## src/rtl/fir_filter_top.sv

```systemverilog
// fir_filter_top: memory-resident 4-tap FIR, y[n] = sat8((x[n]+2x[n-1]+2x[n-2]+x[n-3]) >>> 3)
// Latency: 6 cycles/sample non-pipelined, N+2 cycles per run pipelined; done rises the cycle after the last write
// Backpressure: none; start edges are ignored while busy, port A is left idle (we_a=0) outside a run
// Ports: clk, rst (async, active-high), start (edge-triggered), sel_pipelined (sampled at the start edge),
//        done (held until the next accepted start), cycle_count (low 3 bits of the busy-cycle counter)
module fir_filter_top #(
    parameter int IN_BASE   = 0,
    parameter int OUT_BASE  = 32,
    parameter int N_SAMPLES = 20,
    parameter int MEM_DEPTH = 1024
) (
    input  logic       clk,
    input  logic       rst,
    input  logic       start,
    input  logic       sel_pipelined,
    output logic       done,
    output logic [2:0] cycle_count
);
    localparam int AW = 10;
    localparam int IW = 16;

    typedef enum logic [2:0] {S_IDLE, S_RD, S_ACC, S_WR, S_PIPE, S_DONE} state_t;

    state_t                state_q, state_d;
    logic                  start_q, start_d;
    logic [IW-1:0]         n_q, n_d;
    logic [1:0]            k_q, k_d;
    logic [1:0]            pw_q, pw_d;      // tap weight of the sample arriving on port B this cycle (0 = none)
    logic signed [11:0]    acc_q, acc_d;
    logic [7:0]            d1_q, d1_d, d2_q, d2_d, d3_q, d3_d;
    logic [7:0]            y_q, y_d;
    logic                  done_q, done_d;
    logic [31:0]           cycle_counter, cycle_counter_d;

    logic [AW-1:0]         addr_a, addr_b;
    logic                  we_a, re_b;
    logic [7:0]            data_in_a, rdata_b;
    logic                  start_edge;
    logic signed [11:0]    contrib, pipe_sum;

    function automatic logic signed [11:0] sx(input logic [7:0] v);
        return {{4{v[7]}}, v};
    endfunction

    function automatic logic [7:0] sat8(input logic signed [11:0] a);
        logic signed [11:0] s;
        s = a >>> 3;
        if (s > 12'sd127)       return 8'h7f;
        else if (s < -12'sd128) return 8'h80;
        else                    return s[7:0];
    endfunction

    assign start_d    = start;
    assign start_edge = start & ~start_q;
    assign contrib    = (pw_q == 2'd1) ? sx(rdata_b) :
                        (pw_q == 2'd2) ? (sx(rdata_b) <<< 1) : 12'sd0;
    // rdata_b holds x[i-1] in pipelined cycle i; the delay line still holds the older taps
    assign pipe_sum   = sx(rdata_b) + (sx(d1_q) <<< 1) + (sx(d2_q) <<< 1) + sx(d3_q);

    always_comb begin
        state_d         = state_q;
        n_d             = n_q;
        k_d             = k_q;
        pw_d            = 2'd0;
        acc_d           = acc_q;
        d1_d            = d1_q;
        d2_d            = d2_q;
        d3_d            = d3_q;
        y_d             = y_q;
        done_d          = done_q;
        cycle_counter_d = cycle_counter;
        re_b            = 1'b0;
        addr_b          = '0;
        we_a            = 1'b0;
        addr_a          = '0;
        data_in_a       = '0;

        if (state_q inside {S_RD, S_ACC, S_WR, S_PIPE})
            cycle_counter_d = cycle_counter + 32'd1;

        case (state_q)
            S_IDLE, S_DONE: begin
                if (start_edge) begin
                    done_d          = 1'b0;
                    cycle_counter_d = '0;
                    n_d             = '0;
                    k_d             = '0;
                    d1_d            = '0;
                    d2_d            = '0;
                    d3_d            = '0;
                    state_d         = sel_pipelined ? S_PIPE : S_RD;
                end
            end
            S_RD: begin
                // read x[n-k]; its data arrives next cycle and is weighted then
                acc_d = (k_q == 2'd0) ? 12'sd0 : acc_q + contrib;
                if (n_q >= IW'(k_q)) begin
                    re_b   = 1'b1;
                    addr_b = AW'(IN_BASE) + n_q[AW-1:0] - AW'(k_q);
                    pw_d   = (k_q == 2'd0 || k_q == 2'd3) ? 2'd1 : 2'd2;
                end
                k_d = k_q + 2'd1;
                if (k_q == 2'd3) state_d = S_ACC;
            end
            S_ACC: begin
                acc_d   = acc_q + contrib;
                state_d = S_WR;
            end
            S_WR: begin
                we_a      = 1'b1;
                addr_a    = AW'(OUT_BASE) + n_q[AW-1:0];
                data_in_a = sat8(acc_q);
                if (n_q == IW'(N_SAMPLES - 1)) begin
                    state_d = S_DONE;
                    done_d  = 1'b1;
                end else begin
                    n_d     = n_q + 1'b1;
                    state_d = S_RD;
                end
            end
            S_PIPE: begin
                // n_q is the pipeline cycle: read x[n], filter x[n-1], write y[n-2]
                if (n_q < IW'(N_SAMPLES)) begin
                    re_b   = 1'b1;
                    addr_b = AW'(IN_BASE) + n_q[AW-1:0];
                end
                if (n_q >= IW'(1) && n_q <= IW'(N_SAMPLES)) begin
                    y_d  = sat8(pipe_sum);
                    d1_d = rdata_b;
                    d2_d = d1_q;
                    d3_d = d2_q;
                end
                if (n_q >= IW'(2)) begin
                    we_a      = 1'b1;
                    addr_a    = AW'(OUT_BASE) + n_q[AW-1:0] - 10'd2;
                    data_in_a = y_q;
                end
                if (n_q == IW'(N_SAMPLES + 1)) begin
                    state_d = S_DONE;
                    done_d  = 1'b1;
                end else begin
                    n_d = n_q + 1'b1;
                end
            end
            default: state_d = S_IDLE;
        endcase
    end

    always_ff @(posedge clk or posedge rst) begin
        if (rst) begin
            state_q       <= S_IDLE;
            start_q       <= 1'b0;
            n_q           <= '0;
            k_q           <= '0;
            pw_q          <= '0;
            acc_q         <= '0;
            d1_q          <= '0;
            d2_q          <= '0;
            d3_q          <= '0;
            y_q           <= '0;
            done_q        <= 1'b0;
            cycle_counter <= '0;
        end else begin
            state_q       <= state_d;
            start_q       <= start_d;
            n_q           <= n_d;
            k_q           <= k_d;
            pw_q          <= pw_d;
            acc_q         <= acc_d;
            d1_q          <= d1_d;
            d2_q          <= d2_d;
            d3_q          <= d3_d;
            y_q           <= y_d;
            done_q        <= done_d;
            cycle_counter <= cycle_counter_d;
        end
    end

    assign done        = done_q;
    assign cycle_count = cycle_counter[2:0];

    fir_dpram #(.DEPTH(MEM_DEPTH), .AW(AW)) memory (
        .clk       (clk),
        .addr_a    (addr_a),
        .we_a      (we_a),
        .data_in_a (data_in_a),
        .addr_b    (addr_b),
        .re_b      (re_b),
        .data_out_b(rdata_b)
    );
endmodule

// fir_dpram: 8-bit dual-port RAM, port A synchronous write, port B synchronous read
// Latency: port B data valid the cycle after re_b; contents are never reset
// Backpressure: none
module fir_dpram #(
    parameter int DEPTH = 1024,
    parameter int AW    = 10
) (
    input  logic          clk,
    input  logic [AW-1:0] addr_a,
    input  logic          we_a,
    input  logic [7:0]    data_in_a,
    input  logic [AW-1:0] addr_b,
    input  logic          re_b,
    output logic [7:0]    data_out_b
);
    logic [7:0] mem [0:DEPTH-1];

    always_ff @(posedge clk) begin
        if (we_a) mem[addr_a] <= data_in_a;
        if (re_b) data_out_b <= mem[addr_b];
    end
endmodule

```

## config.mk

```make
export PLATFORM = sky130hd
export DESIGN_NAME = fir_filter_top
export DESIGN_NICKNAME = d
export VERILOG_FILES = /design/src/rtl/fir_filter_top.sv
export SDC_FILE = /design/constraint.sdc
export NUM_CORES = 1
export LEC_CHECK = 0
export BUFFER_PORTS_ARGS = -buffer_cell sky130_fd_sc_hd__buf_4
export CORE_ASPECT_RATIO = 1.5
export CORE_MARGIN = 1
export CORE_UTILIZATION = 60
export CTS_BUF_LIST = sky130_fd_sc_hd__clkbuf_4
export CTS_CLUSTER_SIZE = 20
export DETAILED_ROUTE_END_ITERATION = 7
export PLACE_DENSITY = 0.78
export SLEW_MARGIN = 20
export SYNTH_ARGS = -nofsm -noshare
export SYNTH_HDL_FRONTEND = slang
export SYNTH_SLANG_ARGS = --single-unit
export TNS_END_PERCENT = 50
```

## constraint.sdc

```tcl
create_clock -name clk -period 5 [get_ports clk]
set_clock_uncertainty 0.15 [all_clocks]
set_input_delay 1 -clock clk [delete_from_list [all_inputs] [get_ports clk]]
set_output_delay 1 -clock clk [all_outputs]
set_load 0.005 [all_outputs]
```

==> load_flow_metrics.sql <==
INSERT INTO impl_metrics (metric_group, metric, value, unit) VALUES
('critical_path', 'reg2reg_depth', '4', ''),
('logic_synthesis', 'postSynthAreaPerCell', '9.63', 'um^2'),
('die', 'die-height', '64.8', 'um'),
('critical_path', 'timing.rr.start', 'state_q[2]', ''),
('critical_path', 'slowest_stage', 'dfrtp_1', ''),
('die', 'core_area', '2480', 'um^2'),
('logic_synthesis', 'synth-edff-count', '0', ''),
('logic_synthesis', 'post-synth-top-area-cell', 'dfrtp_1', ''),
('logic_synthesis', 'syn-num-nets', '172', ''),
('critical_path', 'ordered_cell_list_for_the_critical_path', 'or3b_4 -> and2_1 -> a2bb2oi_4 -> mux2_1', ''),
('power', 'peakVddDrop', '0.000337', 'V'),
('clock_network', 'cts.reportedPaths.clkPinSlew', '0.14', 'ns'),
('die', 'io-pin-count', '8', ''),
('sta', 'timing.final.crit_period', '2.42', 'ns'),
('logic_synthesis', 'synth.most_common_cell', 'dfrtp_1', ''),
('sta', 'setup_total_negative_slack', '0', 'ns'),
('die', 'die_width', '43.9', 'um'),
('logic_synthesis', 'synth_area', '1580', 'um^2'),
('sta', 'hold_viol', '0', ''),
('clock_network', 'cts_sinks', '26', ''),
('hold_path', 'holdCritPathClass', 'reg2reg', ''),
('placed_design', 'placedCellCount', '189', ''),
('sta', 'setup_repair_after_global_routing_missed_its_margin', 'no', ''),
('hold_path', 'hold_depth', '1', ''),
('placed_design', 'dp_hpwl', '2.37', 'mm'),
('placed_design', 'routabilityCongestion', '0.896', ''),
('power', 'power.density', '466', 'nW/um^2'),
('placed_design', 'postPlaceCellArea', '1620', 'um^2'),
('global_routing', 'grt_start_max_net_pins', '27', ''),
('clock_network', 'clk_latency', '0.33', 'ns'),
('sta', 'drv_slew', '0', ''),
('sta', 'worst-slew-pin-transition', '0.948', 'ns'),
('sta', 'setup_violations', '0', ''),
('global_routing', 'grtUsageTotal', '26.7', '%'),
('route', 'drc', '0', ''),
('logic_synthesis', 'async_flop_share', '100', '%'),
('clock_network', 'clockBufferDepth', '2', ''),
('outcome', 'status', 'finished, final reports clean', ''),
('logic_synthesis', 'synth_seq_cells', '26', ''),
('clock_network', 'htreeDepth', '1', ''),
('layout', 'post_layout_nonfiller_instances', '193', ''),
('clock_network', 'post-cts-setup-buffer-count', '0', ''),
('layout', 'finish.net_count', '178', ''),
('critical_path', 'capturing_point_of_the_worst_reg2reg_path', 'n_q[1]', ''),
('logic_synthesis', 'synthTopCellsByArea', 'dfrtp_1 (41%), a31oi_1 (3.2%), ha_1 (3.2%), a221o_1 (2.5%), a21o_1 (2.4%)', ''),
('clock_network', 'cts_repair_resize_count', '0', ''),
('logic_synthesis', 'synth.cells.most_frequent', 'dfrtp_1 (26), nand2_1 (10), nor2_1 (10)', ''),
('critical_path', 'maximum_fanout_along_the_worst_path', '16', ''),
('power', 'power.leakage', '0.701', 'nW'),
('critical_path', 'worst_endpoint_data_arrival_time', '2.50', 'ns'),
('layout', 'post-route-cell-area', '1650', 'um^2'),
('layout', 'fraction_of_final_layout_cells_with_drive_strength_greater_than_1', '9.47', '%'),
('global_routing', 'wire_length_of_the_first_global_routing_pass', '5.64', 'mm'),
('critical_path', 'worstPathBufferInverterCount', '0', ''),
('critical_path', 'cp_slowest_stage_delay', '0.62', 'ns'),
('die', 'floorplan.initialDensity', '63.7', '%'),
('logic_synthesis', 'synth_top_area_share', '41.2', '%'),
('clock_network', 'cts_tree', 'built', ''),
('power', 'fin_total_pwr', '0.000768', 'W'),
('layout', 'n_fill_cell', '205', ''),
('route', 'drt_iter0_drc', '44', ''),
('die', 'fp-row-count', '22', ''),
('global_routing', 'antenna_found_initial', '0', ''),
('sta', 'slew-limit-headroom', '36.4', '%'),
('layout', 'diodes_inserted', '0', ''),
('run', 'cap_violations', '0', ''),
('logic_synthesis', 'syn-instance-count', '164', ''),
('critical_path', 'critical_path.top_delay_family', 'simple AND/OR/NAND/NOR gates', ''),
('hold_path', 'worstHoldStart', 'n_q[11]', ''),
('logic_synthesis', 'post_synth_num_cell_types', '46', ''),
('critical_path', 'worstPathRequired', '5.09', 'ns');
## per-stage QoR
stage | hold WS, ns | worst slack [ns]
floorplan | 0.317 | 2.65
global placement | 0.339 | 2.45
detailed placement | 0.346 | 2.41
CTS | 0.375 | 2.60
global route | 0.402 | 2.45
finish | 0.375 | 2.58
## layer usage
| layer | vias to the layer above | GRT usage [%] | part of all wire [%] |
|---|---|---|---|
| met2 | 33 | 45.9 | 53 |
| met4 | 0 | 14.4 | 2.3 |
| met5 | - | 0 | 0 |
| li1 | 632 | - | - |
| met1 | 634 | 32.3 | 41 |
| met3 | 6 | 1.67 | 2.7 |
## worst max path at each step
stage | start | to | cells past startpoint
CTS | state_q[2] | n_q[1] | 4
floorplan | start | n_q[1] | 4
detailed placement | start | n_q[7] | 5
finish | state_q[2] | n_q[1] | 4
global route | state_q[2] | n_q[1] | 4
global placement | start | n_q[1] | 5
## logic make-up (layout without fill, tap and decap cells)
| family | Yosys count | count (layout) | synth area share, % |
|---|---|---|---|
| compound gates | 46 | 46 | 23.2 |
| xor+xnor | 4 | 4 | 2.22 |
| fa+ha+maj | 4 | 4 | 3.17 |
| buf+inv | 15 | 20 | 4.60 |
| flops | 26 | 26 | 41.2 |
| mux | 4 | 4 | 2.77 |
| simple gates | 65 | 65 | 22.8 |
## cell usage in the layout, fill, tap and decap left out, drive strengths merged, types with 5 or more instances in the layout
cell type  Yosys  routed
a21o           5       5
inv            9       8
nor3           6       6
a21oi          6       6
nor2          10      10
or3            5       5
nand4          5       5
buf            4       7
a31oi          8       8
dfrtp         26      26
nand2         10      10
nand3          7       7
o21ai          6       6
## where the power goes
| part | leakage (nW) | total (W) | switching, W | internal, W |
|---|---|---|---|---|
| clock | 0.0154 | 0.0000953 | 0.0000659 | 0.0000294 |
| combinational | 0.338 | 0.000321 | 0.000170 | 0.000150 |
| sequential | 0.347 | 0.000352 | 0.0000881 | 0.000264 |
| total | 0.701 | 0.000768 | 0.000324 | 0.000444 |
## state kept, by name, indices dropped and copies added (netlist names)
signal,count
cycle_counter,3
done,1
k_q,2
n_q,16
start_q,1
state_q,3
## cell type report
type,count,area [um^2],area share [%]
clock buffers,3,22.5,1.37
well taps,24,30.0,1.82
inverters,9,33.8,2.05
clock inverters,1,3.75,0.228
flip-flops and latches,26,651,39.5
repair buffers,7,52.6,3.19
multi-input cells,123,856,51.9
(Power assumes the default switching activity.)
